`src/rtl/rv32i_pkg.sv`:
```
`default_nettype none
// +----------------------------------------------------------------------+
// | rv32i_pkg : shared RV32I core constants and types                    |
// | Rev 1.0                                                              |
// +----------------------------------------------------------------------+
package rv32i_pkg;

    localparam int XLEN       = 32;
    localparam int REG_ADDR_W = 5;
    localparam int NUM_REGS   = 32;

    typedef logic [REG_ADDR_W-1:0] reg_addr_t;

    localparam reg_addr_t REG_ZERO = 5'd0;

endpackage : rv32i_pkg
`default_nettype wire

```
`src/rtl/regfile_if.sv`:
```
`default_nettype none
// +----------------------------------------------------------------------+
// | regfile_if : register file access bundle (core side = master)        |
// | Rev 1.0                                                              |
// +----------------------------------------------------------------------+
interface regfile_if
    import rv32i_pkg::*;
#(
    parameter int WIDTH = XLEN
) ();

    logic                  we;
    logic [REG_ADDR_W-1:0] rd;
    logic [WIDTH-1:0]      wd;
    logic [REG_ADDR_W-1:0] rs1;
    logic [REG_ADDR_W-1:0] rs2;
    logic [REG_ADDR_W-1:0] dbg_ra;
    logic [WIDTH-1:0]      rd1;
    logic [WIDTH-1:0]      rd2;
    logic [WIDTH-1:0]      dbg_rd;
    logic [15:0]           wr_cnt;

    modport master (
        output we, rd, wd, rs1, rs2, dbg_ra,
        input  rd1, rd2, dbg_rd, wr_cnt
    );

    modport slave (
        input  we, rd, wd, rs1, rs2, dbg_ra,
        output rd1, rd2, dbg_rd, wr_cnt
    );

endinterface : regfile_if
`default_nettype wire

```
`src/rtl/regfile_rdport.sv`:
```
`default_nettype none
// +----------------------------------------------------------------------+
// | regfile_rdport : combinational read port with optional write bypass  |
// | Rev 1.0                                                              |
// +----------------------------------------------------------------------+
module regfile_rdport
    import rv32i_pkg::*;
#(
    parameter int WIDTH  = XLEN,
    parameter bit BYPASS = 1'b0
) (
    input  wire logic [REG_ADDR_W-1:0]          addr,
    input  wire logic [NUM_REGS-1:0][WIDTH-1:0] regs,
    input  wire logic                           byp_we,
    input  wire logic [REG_ADDR_W-1:0]          byp_addr,
    input  wire logic [WIDTH-1:0]               byp_data,
    output logic      [WIDTH-1:0]               data
);

    // x0 takes priority over the bypass so a discarded x0 write never leaks out
    always_comb begin
        data = regs[addr];
        if (addr == REG_ZERO) begin
            data = '0;
        end else if (BYPASS && byp_we && (byp_addr == addr)) begin
            data = byp_data;
        end
    end

endmodule : regfile_rdport
`default_nettype wire

```
`src/rtl/regfile.sv`:
```
`default_nettype none
// +----------------------------------------------------------------------+
// | regfile : RV32I integer register file, 2 read + 1 debug read port    |
// | Rev 1.0                                                              |
// +----------------------------------------------------------------------+
module regfile
    import rv32i_pkg::*;
#(
    parameter int WIDTH  = XLEN,
    parameter bit BYPASS = 1'b0
) (
    input  wire logic clk,
    input  wire logic rst_n,
    regfile_if.slave  bus
);

    localparam logic [15:0] c_CNT_MAX = 16'hFFFF;

    logic [NUM_REGS-1:1][WIDTH-1:0] r_regs;
    logic [NUM_REGS-1:0][WIDTH-1:0] w_view;
    logic [15:0]                    r_wr_cnt;
    logic                           w_commit;

    assign w_commit = bus.we && (bus.rd != REG_ZERO);

    // x0 has no storage; the read ports see a constant-zero slot in its place
    assign w_view = {r_regs, {WIDTH{1'b0}}};

    for (genvar i = 1; i < NUM_REGS; i++) begin : g_reg
        always_ff @(posedge clk or negedge rst_n) begin
            if (!rst_n) begin
                r_regs[i] <= '0;
            end else if (w_commit && (bus.rd == i[REG_ADDR_W-1:0])) begin
                r_regs[i] <= bus.wd;
            end
        end
    end

    always_ff @(posedge clk or negedge rst_n) begin
        if (!rst_n) begin
            r_wr_cnt <= '0;
        end else if (w_commit && (r_wr_cnt != c_CNT_MAX)) begin
            r_wr_cnt <= r_wr_cnt + 16'd1;
        end
    end

    assign bus.wr_cnt = r_wr_cnt;

    regfile_rdport #(.WIDTH(WIDTH), .BYPASS(BYPASS)) u_rdport_a (
        .addr     (bus.rs1),
        .regs     (w_view),
        .byp_we   (bus.we),
        .byp_addr (bus.rd),
        .byp_data (bus.wd),
        .data     (bus.rd1)
    );

    regfile_rdport #(.WIDTH(WIDTH), .BYPASS(BYPASS)) u_rdport_b (
        .addr     (bus.rs2),
        .regs     (w_view),
        .byp_we   (bus.we),
        .byp_addr (bus.rd),
        .byp_data (bus.wd),
        .data     (bus.rd2)
    );

    // Debug always observes committed state
    regfile_rdport #(.WIDTH(WIDTH), .BYPASS(1'b0)) u_rdport_dbg (
        .addr     (bus.dbg_ra),
        .regs     (w_view),
        .byp_we   (bus.we),
        .byp_addr (bus.rd),
        .byp_data (bus.wd),
        .data     (bus.dbg_rd)
    );

endmodule : regfile
`default_nettype wire

```
`src/flat_wrapper.sv`:
```
// flat-port wrapper written by rule: the top's interface ports become plain ports
module regfile_flat import rv32i_pkg::*;
#(
    parameter int WIDTH  = XLEN,
    parameter bit BYPASS = 1'b0
)
  (clk, rst_n, bus_we, bus_rd, bus_wd, bus_rs1, bus_rs2, bus_dbg_ra, bus_rd1, bus_rd2, bus_dbg_rd, bus_wr_cnt);
  regfile_if #(.WIDTH(WIDTH)) bus_i ();
  input  wire logic clk;
  input  wire logic rst_n;
  input wire logic [$bits(bus_i.we)-1:0] bus_we;
  input wire logic [$bits(bus_i.rd)-1:0] bus_rd;
  input wire logic [$bits(bus_i.wd)-1:0] bus_wd;
  input wire logic [$bits(bus_i.rs1)-1:0] bus_rs1;
  input wire logic [$bits(bus_i.rs2)-1:0] bus_rs2;
  input wire logic [$bits(bus_i.dbg_ra)-1:0] bus_dbg_ra;
  output wire logic [$bits(bus_i.rd1)-1:0] bus_rd1;
  output wire logic [$bits(bus_i.rd2)-1:0] bus_rd2;
  output wire logic [$bits(bus_i.dbg_rd)-1:0] bus_dbg_rd;
  output wire logic [$bits(bus_i.wr_cnt)-1:0] bus_wr_cnt;
  assign bus_i.we = bus_we;
  assign bus_i.rd = bus_rd;
  assign bus_i.wd = bus_wd;
  assign bus_i.rs1 = bus_rs1;
  assign bus_i.rs2 = bus_rs2;
  assign bus_i.dbg_ra = bus_dbg_ra;
  assign bus_rd1 = bus_i.rd1;
  assign bus_rd2 = bus_i.rd2;
  assign bus_dbg_rd = bus_i.dbg_rd;
  assign bus_wr_cnt = bus_i.wr_cnt;
  regfile #(.WIDTH(WIDTH), .BYPASS(BYPASS)) u_core (.clk(clk), .rst_n(rst_n), .bus(bus_i));
endmodule
```
`config.mk`:
```
export PLATFORM = sky130hd
export DESIGN_NAME = regfile_flat
export DESIGN_NICKNAME = d
export VERILOG_FILES = /design/src/rtl/rv32i_pkg.sv /design/src/rtl/regfile_if.sv /design/src/rtl/regfile_rdport.sv /design/src/rtl/regfile.sv /design/src/flat_wrapper.sv
export SDC_FILE = /design/constraint.sdc
export NUM_CORES = 2
export LEC_CHECK = 0
export ABC_AREA = 0
export ABC_CLOCK_PERIOD_IN_PS = 2500
export CAP_MARGIN = 10
export CORE_MARGIN = 2
export CORE_UTILIZATION = 40
export DETAILED_ROUTE_END_ITERATION = 8
export SLEW_MARGIN = 5
export SYNTH_ARGS = -nofsm -noshare
export SYNTH_HDL_FRONTEND = slang
export SYNTH_SLANG_ARGS = --single-unit
```
`constraint.sdc`:
```
create_clock -name clk -period 2.5 [get_ports clk]
set_clock_uncertainty 0.05 [all_clocks]
set_input_delay 0.25 -clock clk [delete_from_list [all_inputs] [get_ports clk]]
set_output_delay 0.25 -clock clk [all_outputs]
set_load 0.005 [all_outputs]
```
==> flow_summary.yaml <==
setup_path:
  cp_slowest_stage_delay_ns: 0.44
  critical-path-top-delay-family: "compound AO/OA/AOI/OAI gates"
  crit_required_ns: 2.20
  crit_path_frequent_cell: "sky130_fd_sc_hd__buf_6"
  reg2regPathDepth: 4
  cp_slowest_cell: "sky130_fd_sc_hd__mux4_2"
  setup.worst_path.start: "u_core.r_regs[882]$_DFFE_PN0P_"
  worst_setup_path_start_kind: "register"
  worst-r2r-setup-slack_ns: 0.60
  worst-path-buf-inv: 3
  critical_path.max_fanout: 3
  cp_cell_sequence: "buf_6 -> mux4_2 -> a22o_1 -> o21ai_1 -> o31ai_1 -> buf_4 -> buf_6"
  path_class: "reg -> out"
  r2r-end: "u_core.bus.wr_cnt[1]$_DFFE_PN0P_"
  critical_path.reg2reg.startpoint: "u_core.bus.wr_cnt[7]$_DFFE_PN0P_"
  end_kind: "primary output"
  crit_arrival_ns: 2.54
place:
  dpl_worst_slack_ns: -0.4681
  post_place_cells: 6721
  place.gp.congestion: 0.8900
  dpl-instance-area_um2: 71980
  numPortBuffers: 166
  post_dp_hpwl_um: 154500
route:
  post_drt_via_cell_ratio: 6.521
  drc_errors: 0
  detail-route-antenna-nets: 0
  drt-total-wl_um: 227500
  drtIter0Drc: 4670
  drt_pre_antenna_iters: 7
  routed-via-count: 45277
  wire_per_inst_um: 32.77
grt:
  grt_first_pass_wirelength_um: 333200
  grt-ovfl-total: 0
  grt_pass1_vias: 46814
  initial_antenna_violation_count: 4
  track_usage_pct: 28.72
  maximum_number_of_pins_on_one_net_before_global_route_repair: 102
synth:
  yosys_warnings: 0
  synth_top_cell_area_share_pct: 40.57
  netlist_area_um2: 62170
  netlist.top_cell.by_area: "sky130_fd_sc_hd__dfrtp_1"
  compound_cell_area_share_of_the_yosys_netlist_pct: 8.241
  synthesis.instances: 4366
  ys_async_sr_fraction_pct: 100.0
  synth_sequential_area_ratio_pct: 40.57
  number_of_unique_standard_cell_types_used_by_synthesis: 41
  synthAdderAreaFrac_pct: 0.02012
  mux_cell_area_share_after_synthesis_pct: 45.26
  count_of_flip_flops_with_a_built_in_enable_after_synthesis: 0
  synth_area_leaders: "sky130_fd_sc_hd__dfrtp_1 (41%), sky130_fd_sc_hd__mux4_2 (21%), sky130_fd_sc_hd__mux2_2 (19%)"
  top_cells_by_count_synth: "sky130_fd_sc_hd__mux2_2 (1027), sky130_fd_sc_hd__dfrtp_1 (1008), sky130_fd_sc_hd__mux4_2 (576)"
  synth_top_family_by_area: "multiplexers"
  synth_xor_area_share_pct: 0.1972
  postSynthNetCount: 4422
  yosys.cell_count.top_type: "sky130_fd_sc_hd__mux2_2"
  post_synth_and_or_nand_nor_area_fraction_pct: 1.827
  post_synth.cell_area_avg_um2: 14.24
  synth.ff_latch_count: 1008
  top_reg_cell_synth: "sky130_fd_sc_hd__dfrtp_1"
sta:
  timing.final.setup_violations: 96
  worst_slew_pin_slew_ns: 0.7381
  fin_hold_ws_ns: 0.2805
  slew_headroom_pct: 50.79
  hold_violations: 0
  timing.final.crit_share_pct: 113.8
  min_period_ns: 2.845
  max_freq_ghz: 0.3515
  finalMaxSlewViolations: 0
  timing.final.ws_setup_ns: -0.3449
  rsz0062_at_grt: "yes"
cells_and_area:
  final_cell_count_no_fill: 6943
  sequential_cell_area_um2: 25220
  drive_above_1_share_pct: 57.81
  multi_input_comb_area_um2: 36380
  net_total_in_the_final_layout: 4862
  nFillCells: 13271
  antenna_cells: 0
  fin_area_um2: 77280
  layout-area-overhead-vs-synth_pct: 24.29
power_and_ir_drop:
  peakVddDrop_mv: 0.6172
  swShare_pct: 30.10
  power_frac_clock_pct: 32.2
  leakage_power_of_the_design_nw: 32.86
  power_report.internal_total_mw: 39.27
  netSwitchingPower_mw: 16.91
  combPwrFrac_pct: 27.3
  pwr_density_cell_nw_per_um2: 727.0
  pwr-share-seq_pct: 40.4
outcome:
  failed_checks: "negative setup slack"
  run_status: "complete, but fails checks"
die:
  std_cell_rows: 144
  die_height_um: 398.3
  start_util_pct: 40.31
  floorplan.die.width_um: 398.3
  coreArea_um2: 154200
  fp.dieArea_um2: 158600
  pin_count: 167
worst_hold_path:
  min_path_type: "in -> async"
clock_tree:
  tritoncts: "yes"
  worstSkewPairLatency_ns: 0.76
  numClockSinks: 1008
  h-tree-depth: 3
  clock_tree.buffer_depth: 3
  worst_setup_hold_path_clk_slew_ns: 0.06
  clockRootBuffer: "sky130_fd_sc_hd__clkbuf_16"
  cts_buffers: 116
run:
  maxCapViolCount: 0
## worst min-delay path: stages
cell,delay [ns]
sky130_fd_sc_hd__dlygate4sd3_1,0.56
sky130_fd_sc_hd__buf_8,0.36
sky130_fd_sc_hd__buf_12,0.26
## area by class of cell
| type | instances | share of cell area [%] |
|---|---|---|
| clock buffer | 163 | 4.283 |
| sequential | 1008 | 32.64 |
| inverter | 6 | 0.02914 |
| clock inverter | 48 | 0.9213 |
| multi-input combinational | 2844 | 47.07 |
| timing repair buffer | 830 | 11.74 |
| tap | 2044 | 3.309 |
## cells in the final DEF (no fill, tap or decap), drive strengths merged, types with 2 or more instances in the layout
cell / netlist / layout
o21ai: 98 / 98
xnor2: 2 / 2
nor2: 17 / 17
nor3b: 2 / 2
clkinv: 0 / 27
o31ai: 96 / 96
nand4: 4 / 4
mux2i: 290 / 290
nand2: 24 / 24
a22o: 287 / 287
nand3: 5 / 5
a211oi: 101 / 101
dfrtp: 1008 / 1008
nor2b: 13 / 13
xor2: 12 / 12
o22ai: 96 / 96
clkinvlp: 0 / 5
bufinv: 0 / 13
clkdlybuf4s50: 0 / 54
buf: 244 / 773
nor4: 6 / 6
nand2b: 6 / 6
inv: 6 / 9
nand4b: 3 / 3
and2: 101 / 101
clkbuf: 264 / 164
mux2: 1089 / 1089
nor3: 9 / 9
mux4: 576 / 576
and4: 2 / 2
## metrics by stage
stage	power [mW]	util, %	TNS (ns)
6_report	56.18	50.11	-18.73
5_1_grt	58.46	50.11	-23.66
4_1_cts	56.16	49.98	-23.21
3_5_place_dp	37.50	46.67	-27.37
3_3_place_gp	37.01	46.67	-26.90
2_1_floorplan	31.76	-	0
## power groups by stage
stage / combinational, mW / sequential (mW) / clock [mW]
floorplan: 9.94 / 21.8 / 0
global placement: 14.4 / 22.6 / 0
detailed placement: 14.7 / 22.8 / 0
CTS: 15.2 / 22.6 / 18.4
global route: 16.3 / 23.2 / 19.0
finish: 15.3 / 22.7 / 18.1
## layer usage
metal | wire, um | part of all wire [%] | track usage [%] | vias to the layer above
met1 | 94560 | 42 | 39.73 | 24248
met2 | 102900 | 45 | 43.46 | 2221
met4 | 10340 | 4.5 | 12.46 | 2
met5 | 16 | 0.0070 | 0 | -
met3 | 19680 | 8.6 | 6.361 | 530
li1 | - | - | - | 18276
## kinds of logic after synthesis
kind of cell | Yosys count
AO/OA/AOI/OAI | 681
AND/OR/NAND/NOR | 193
buffers and inverters | 514
flip-flops | 1008
multiplexers | 1955
adder cells (fa/ha/maj) | 1
XOR/XNOR | 14
## flip-flops by register name, summed over array words and instances, names as in the netlist
signal and count:
u_core.r_regs 992, u_core.bus.wr_cnt 16
## timing repair
action,4_1_cts,5_1_grt
endpoints found under the hold margin,786,0
pin swaps,226,88
cloned,0,0
setup endpoints to repair,96,96
hold buffers,2,0
buffers inserted,35,6
gates resized for setup,658,30
## worst max path at each step
stage | depth (start not counted) | slack (ns) | endpoint
after floorplan | 7 | 0.45 | bus_dbg_rd[28]
after global placement | 10 | -0.43 | bus_dbg_rd[28]
after detailed placement | 10 | -0.47 | bus_dbg_rd[28]
after CTS | 7 | -0.35 | bus_dbg_rd[18]
after global routing | 7 | -0.40 | bus_dbg_rd[18]
final | 7 | -0.34 | bus_dbg_rd[18]
No activity file was read; power rests on OpenSTA's default activity.
